--- config.mk ---
export PLATFORM = sky130hd
export DESIGN_NAME = tdo_reclock_ctrl
export DESIGN_NICKNAME = d
export VERILOG_FILES = /design/src/rtl/reclock_pkg.sv /design/src/rtl/lfsr16_galois.sv /design/src/rtl/tdo_reclock_ctrl.sv
export SDC_FILE = /design/constraint.sdc
export NUM_CORES = 1
export LEC_CHECK = 0
export ABC_AREA = 1
export CORE_UTILIZATION = 52
export CTS_CLUSTER_DIAMETER = 200
export DETAILED_ROUTE_END_ITERATION = 10
export GPL_ROUTABILITY_DRIVEN = 0
export GPL_TIMING_DRIVEN = 0
export PLACE_DENSITY = 0.73
export SLEW_MARGIN = 0
export SYNTH_ARGS = -nofsm -noshare
export SYNTH_HDL_FRONTEND = slang
export SYNTH_SLANG_ARGS = --single-unit
--- constraint.sdc ---
create_clock -name clock -period 3.85 [get_ports clock]
set_input_delay 0.5775 -clock clock [delete_from_list [all_inputs] [get_ports clock]]
set_output_delay 0.5775 -clock clock [all_outputs]
set_load 0.05 [all_outputs]
--- src/rtl/reclock_pkg.sv ---
// Shared encodings for the TDO relatch countermeasure controller.
// Also holds the Galois LFSR step used by the jitter source.
package reclock_pkg;

   typedef enum logic [1:0] {
      WAIT_LOCK = 2'd0,
      QUALIFY   = 2'd1,
      ACTIVE    = 2'd2
   } state_e;

   typedef enum logic [1:0] {
      MODE_BYPASS  = 2'b00,
      MODE_RELATCH = 2'b01,
      MODE_JITTER  = 2'b10
   } mode_e;

   localparam logic [15:0] LFSR_TAPS = 16'hB400;

   function automatic logic [15:0] lfsr_next(input logic [15:0] s);
      logic [15:0] n;
      n = s >> 1;
      if (s[0]) begin
         n = n ^ LFSR_TAPS;
      end
      return n;
   endfunction

endpackage

--- src/rtl/lfsr16_galois.sv ---
// Free-running 16-bit right-shifting Galois LFSR.
// A zero seed is replaced so the register can never stick at zero.
module lfsr16_galois
   import reclock_pkg::*;
#(
   parameter logic [15:0] SEED = 16'hACE1
) (
   input  logic        clock,
   input  logic        reset,
   output logic [15:0] state_o
);

   localparam logic [15:0] SEED_NZ = (SEED == 16'h0) ? 16'h0001 : SEED;

   logic [15:0] lfsr_q;
   logic [15:0] lfsr_d;

   assign lfsr_d = lfsr_next(lfsr_q);

   always_ff @(posedge clock) begin
      if (reset) begin
         lfsr_q <= SEED_NZ;
      end else begin
         lfsr_q <= lfsr_d;
      end
   end

   assign state_o = lfsr_q;

endmodule

--- src/rtl/tdo_reclock_ctrl.sv ---
// TDO relatch controller: qualifies PLL lock, then drives TDO as
// raw bypass, fixed relatch, or relatch with LFSR-jittered release.
module tdo_reclock_ctrl
   import reclock_pkg::*;
#(
   parameter int unsigned SYNC_STAGES = 2,
   parameter int unsigned LOCK_CYCLES = 1024,
   parameter int unsigned JITTER_BITS = 3,
   parameter logic [15:0] LFSR_SEED   = 16'hACE1
) (
   input  logic        clock,
   input  logic        reset,
   input  logic        pll_locked,
   input  logic        tdo_in,
   input  logic [1:0]  mode,
   output logic        tdo_out,
   output logic        active,
   output logic        lock_lost,
   output logic [15:0] edge_count
);

   localparam logic [15:0] LOCK_LAST = 16'(LOCK_CYCLES - 1);
   localparam logic [JITTER_BITS-1:0] CNT_ONE = JITTER_BITS'(1);

   logic [SYNC_STAGES-1:0] tdo_sync_q;
   logic [SYNC_STAGES-1:0] lock_sync_q;
   logic                   tdo_s;
   logic                   lock_s;

   state_e                 state_q, state_d;
   logic [15:0]            lock_cnt_q, lock_cnt_d;
   logic [15:0]            lock_inc;
   logic                   tdo_q, tdo_d;
   logic                   pend_q, pend_d;
   logic [JITTER_BITS-1:0] cnt_q, cnt_d;
   logic [1:0]             mode_q, mode_d;
   logic                   active_q, active_d;
   logic                   lost_q, lost_d;
   logic [15:0]            edge_cnt_q, edge_cnt_d;

   logic [15:0]            lfsr;
   logic                   lfsr_unused;

   lfsr16_galois #(
      .SEED(LFSR_SEED)
   ) u_lfsr (
      .clock  (clock),
      .reset  (reset),
      .state_o(lfsr)
   );

   assign lfsr_unused = ^lfsr[15:JITTER_BITS];

   always_ff @(posedge clock) begin
      if (reset) begin
         tdo_sync_q  <= '0;
         lock_sync_q <= '0;
      end else begin
         tdo_sync_q  <= {tdo_sync_q[SYNC_STAGES-2:0], tdo_in};
         lock_sync_q <= {lock_sync_q[SYNC_STAGES-2:0], pll_locked};
      end
   end

   assign tdo_s  = tdo_sync_q[SYNC_STAGES-1];
   assign lock_s = lock_sync_q[SYNC_STAGES-1];

   always_comb begin
      state_d    = state_q;
      lock_cnt_d = lock_cnt_q;
      tdo_d      = tdo_s;
      pend_d     = pend_q;
      cnt_d      = cnt_q;
      mode_d     = mode_q;
      lost_d     = lost_q;
      edge_cnt_d = edge_cnt_q;
      lock_inc   = lock_cnt_q + 16'd1;

      // A pending jitter delay always completes in the mode that started it
      if (state_q != ACTIVE || !pend_q) begin
         mode_d = mode;
      end

      unique case (state_q)
         WAIT_LOCK: begin
            lock_cnt_d = '0;
            if (lock_s) begin
               state_d = QUALIFY;
            end
         end
         QUALIFY: begin
            if (!lock_s) begin
               state_d    = WAIT_LOCK;
               lock_cnt_d = '0;
            end else begin
               lock_cnt_d = lock_inc;
               if (lock_inc == LOCK_LAST) begin
                  state_d = ACTIVE;
               end
            end
         end
         ACTIVE: begin
            if (!lock_s) begin
               state_d    = WAIT_LOCK;
               lock_cnt_d = '0;
               lost_d     = 1'b1;
               pend_d     = 1'b0;
               cnt_d      = '0;
            end else if (mode_q[1]) begin
               tdo_d = tdo_q;
               if (!pend_q) begin
                  if (tdo_s != tdo_q) begin
                     cnt_d  = lfsr[JITTER_BITS-1:0];
                     pend_d = 1'b1;
                  end
               end else if (cnt_q == '0) begin
                  tdo_d  = tdo_s;
                  pend_d = 1'b0;
               end else begin
                  cnt_d = cnt_q - CNT_ONE;
               end
            end
         end
         default: begin
            state_d    = WAIT_LOCK;
            lock_cnt_d = '0;
         end
      endcase

      if (state_q == ACTIVE && tdo_d != tdo_q &&
          edge_cnt_q != 16'hFFFF) begin
         edge_cnt_d = edge_cnt_q + 16'd1;
      end

      active_d = (state_d == ACTIVE);
   end

   always_ff @(posedge clock) begin
      if (reset) begin
         state_q    <= WAIT_LOCK;
         lock_cnt_q <= '0;
         tdo_q      <= 1'b0;
         pend_q     <= 1'b0;
         cnt_q      <= '0;
         mode_q     <= 2'b00;
         active_q   <= 1'b0;
         lost_q     <= 1'b0;
         edge_cnt_q <= '0;
      end else begin
         state_q    <= state_d;
         lock_cnt_q <= lock_cnt_d;
         tdo_q      <= tdo_d;
         pend_q     <= pend_d;
         cnt_q      <= cnt_d;
         mode_q     <= mode_d;
         active_q   <= active_d;
         lost_q     <= lost_d;
         edge_cnt_q <= edge_cnt_d;
      end
   end

   // Bypass is combinational so reset or lock loss never holds TDO
   assign tdo_out = (state_q == ACTIVE && mode_q != MODE_BYPASS) ?
                    tdo_q : tdo_in;

   assign active     = active_q;
   assign lock_lost  = lost_q;
   assign edge_count = edge_cnt_q;

endmodule

==> metrics <==
max frequency=roughly 380 MHz; post-synthesis cell type count=30; final WL=roughly 6.4 mm; Clock Skews=between 0.006 and 0.007 ns; Post-Synthesis Net Count=between 400 and 500; Iteration-0 DRC Markers=95; final count of negative-setup-slack endpoints=0; CP max-delay cell=clkdlybuf4s50_1; status=completed; crit path max fanout=8; maxcap violations=0; fraction of layout instances using a drive strength above 1=0.0909; crit path DAT=about 2.1 ns; pre-CTS setup slack=1.24 ns; Post-Synthesis Cells=roughly 420; Routed Antenna Nets=0; total number of vias=2681; vias in the first global route=between 2000 and 2500; yosys warns=0; sequential area share after synthesis=0.424; Post CTS Setup Buffer Count=0; final cell count without fillers=534; ant diodes=0; Tot GR Track Use=0.235; final core utilization=0.631; post-CTS sizing=0; power per cell area=roughly 360 nW/um^2; WS Path Type=flip-flop to output port; die height=77.6 um; Post-synth EDFFs=0; crit-path cells=inv_1, nor2_4, o21ai_0, a21oi_1, clkdlybuf4s50_1; die area=between 6000 and 7000 sq um; Clk pin slew, worst setup/hold paths=0.08 ns; final worst path period share=0.689; RSZ-0062 raised after global routing=false; Clock Sinks=between 60 and 70; core area=roughly 5500 sq um; initial antenna violation count=0; Initial Utilization=0.540; prevailing post-synth register cell=dfxtp_1; port bufs=23; Mapped Area=between 2000 and 3000 sq um; grt total ovfl=0; Core Rows=27; Placed Cells=518; Nets=~470; Ports=25; CTS tree=done; leading cell type in the layout, fill and taps excluded=nand2_1; Hold Crit Class=flip-flop to flip-flop; crit-path max cell delay=approximately 0.8 ns; Post-CTS Hold Buffers=0; Area Overhead vs Synth=16.8%; drt drc=0; Detailed Place HPWL=approximately 4.7 mm; Synth async-reset ratio=0; first-pass GRT wire length=~11 mm; final hold viol count=0; Via density=~5; Synth Register Bits=63; Worst Slack Setup Final=1.20 ns; Leak=0.00128 uW; largest net degree at the start of global routing=14; Wirelength per Cell=roughly 12 um; Longest Clk Path Bufs=2; Pins Over Slew Limit=0; WP data required=3.27 ns; commonest cells after routing, fill and taps aside=nand2_1 (114), dfxtp_1 (63), inv_1 (50), a21oi_1 (39), nor2_1 (36); DRT Pass-1 Iters=4; worst-margin pin slew=between 0.5 and 0.6 ns; Avg Cell Area, Syn=7.03 sq um; Worst VDD drop=roughly 0.32 mV; Clk Latency, worst-skew pair=around 0.34 ns; die span in x=just under 80 um; post-layout minimum cycle time=around 2.7 ns; crit start category=flip-flop; slew margin rel.=0.638; H-tree levels=3; Worst Setup End Kind=output port; Root Driver=clkbuf_8; CTS Buf Count=9; setup TNS=0 ns
-- sequential cells by signal, summed over array words and instances (netlist names) --
signal,count
lock_lost,1
state_q,2
tdo_sync_q,2
cnt_q,3
lock_cnt_q,16
u_lfsr.state_o,16
lock_sync_q,2
mode_q,2
tdo_q,1
active,1
edge_count,16
pend_q,1
-- metal layers --
metal	GRT usage	vias up	routed length, um
met5	0	-	0
met4	0.0962	0	61
met3	0.0541	6	200
met2	0.378	36	3100
met1	0.303	1210	3040
li1	-	1429	-
-- final timing paths --
check / depth (start not counted) / to / slack, ns / startpoint
max: 5 / tdo_out / 1.20 / state_q[1]$_SDFF_PP0_
min: 2 / lock_sync_q[1]$_SDFF_PP0_ / 0.41 / lock_sync_q[0]$_SDFF_PP0_
min reg2reg: 2 / lock_sync_q[1]$_SDFF_PP0_ / 0.41 / lock_sync_q[0]$_SDFF_PP0_
max reg2reg: 9 / edge_count[12]$_SDFFE_PP0P_ / 1.91 / edge_count[0]$_SDFFE_PP0P_
-- cell type report --
type                    instances  area [sq um]
fillers                       527          2030
multi-input cells             297          1460
flip-flops and latches         63          1260
repair buffers                 23           230
inverters                      52           195
clock buffers                   9           124
well taps                      72          90.1
clock inverters                 7          56.3
plain buffers                  11          53.8
-- synthesized netlist by cell type (3+ instances only) --
cell / instances / area share
nand2_1: 114 / 0.14
dfxtp_1: 63 / 0.42
inv_1: 50 / 0.063
a21oi_1: 39 / 0.066
nor2_1: 36 / 0.045
nand3_1: 29 / 0.049
o21ai_0: 15 / 0.025
clkbuf_1: 8 / 0.010
nor3_1: 8 / 0.013
or2_2: 8 / 0.017
nand4_1: 7 / 0.015
xor2_1: 6 / 0.018
ha_1: 5 / 0.021
xnor2_1: 5 / 0.015
nor2_2: 4 / 0.0084
nor4_1: 4 / 0.0084
nand2_2: 3 / 0.0063
nor3_2: 3 / 0.010
-- metrics by stage --
step | hold WS [ns] | instance area (sq um) | power (uW)
3_5_place_dp | 0.396 | 3290 | 727
2_1_floorplan | 0.388 | 2970 | 712
3_3_place_gp | 0.391 | 3290 | 726
4_1_cts | 0.407 | 3470 | 1250
6_report | 0.405 | 3470 | 1240
5_1_grt | 0.418 | 3470 | 1300
-- cells by family after synthesis --
kind of cell | synth area share
buf+inv | 0.0838
flops | 0.424
xor+xnor | 0.0324
fa+ha+maj | 0.0211
compound gates | 0.0990
simple gates | 0.339
-- worst max-delay path: cells and delay by family (launching register included) --
family                 cells  cell delay (ns)
buffers and inverters      2             0.89
DFF                        1             0.34
and+or+nand+nor            1             0.16
AOI/OAI and AO/OA          2             0.36
-- power by group --
| group | switching [uW] | leakage, uW | internal [uW] | total [uW] |
|---|---|---|---|---|
| sequential | 5.99 | 0.000513 | 666 | 672 |
| combinational | 24.4 | 0.000674 | 15.1 | 39.5 |
| clock | 286 | 0.0000906 | 241 | 527 |
Note: power is estimated with default switching activity, not from simulation.
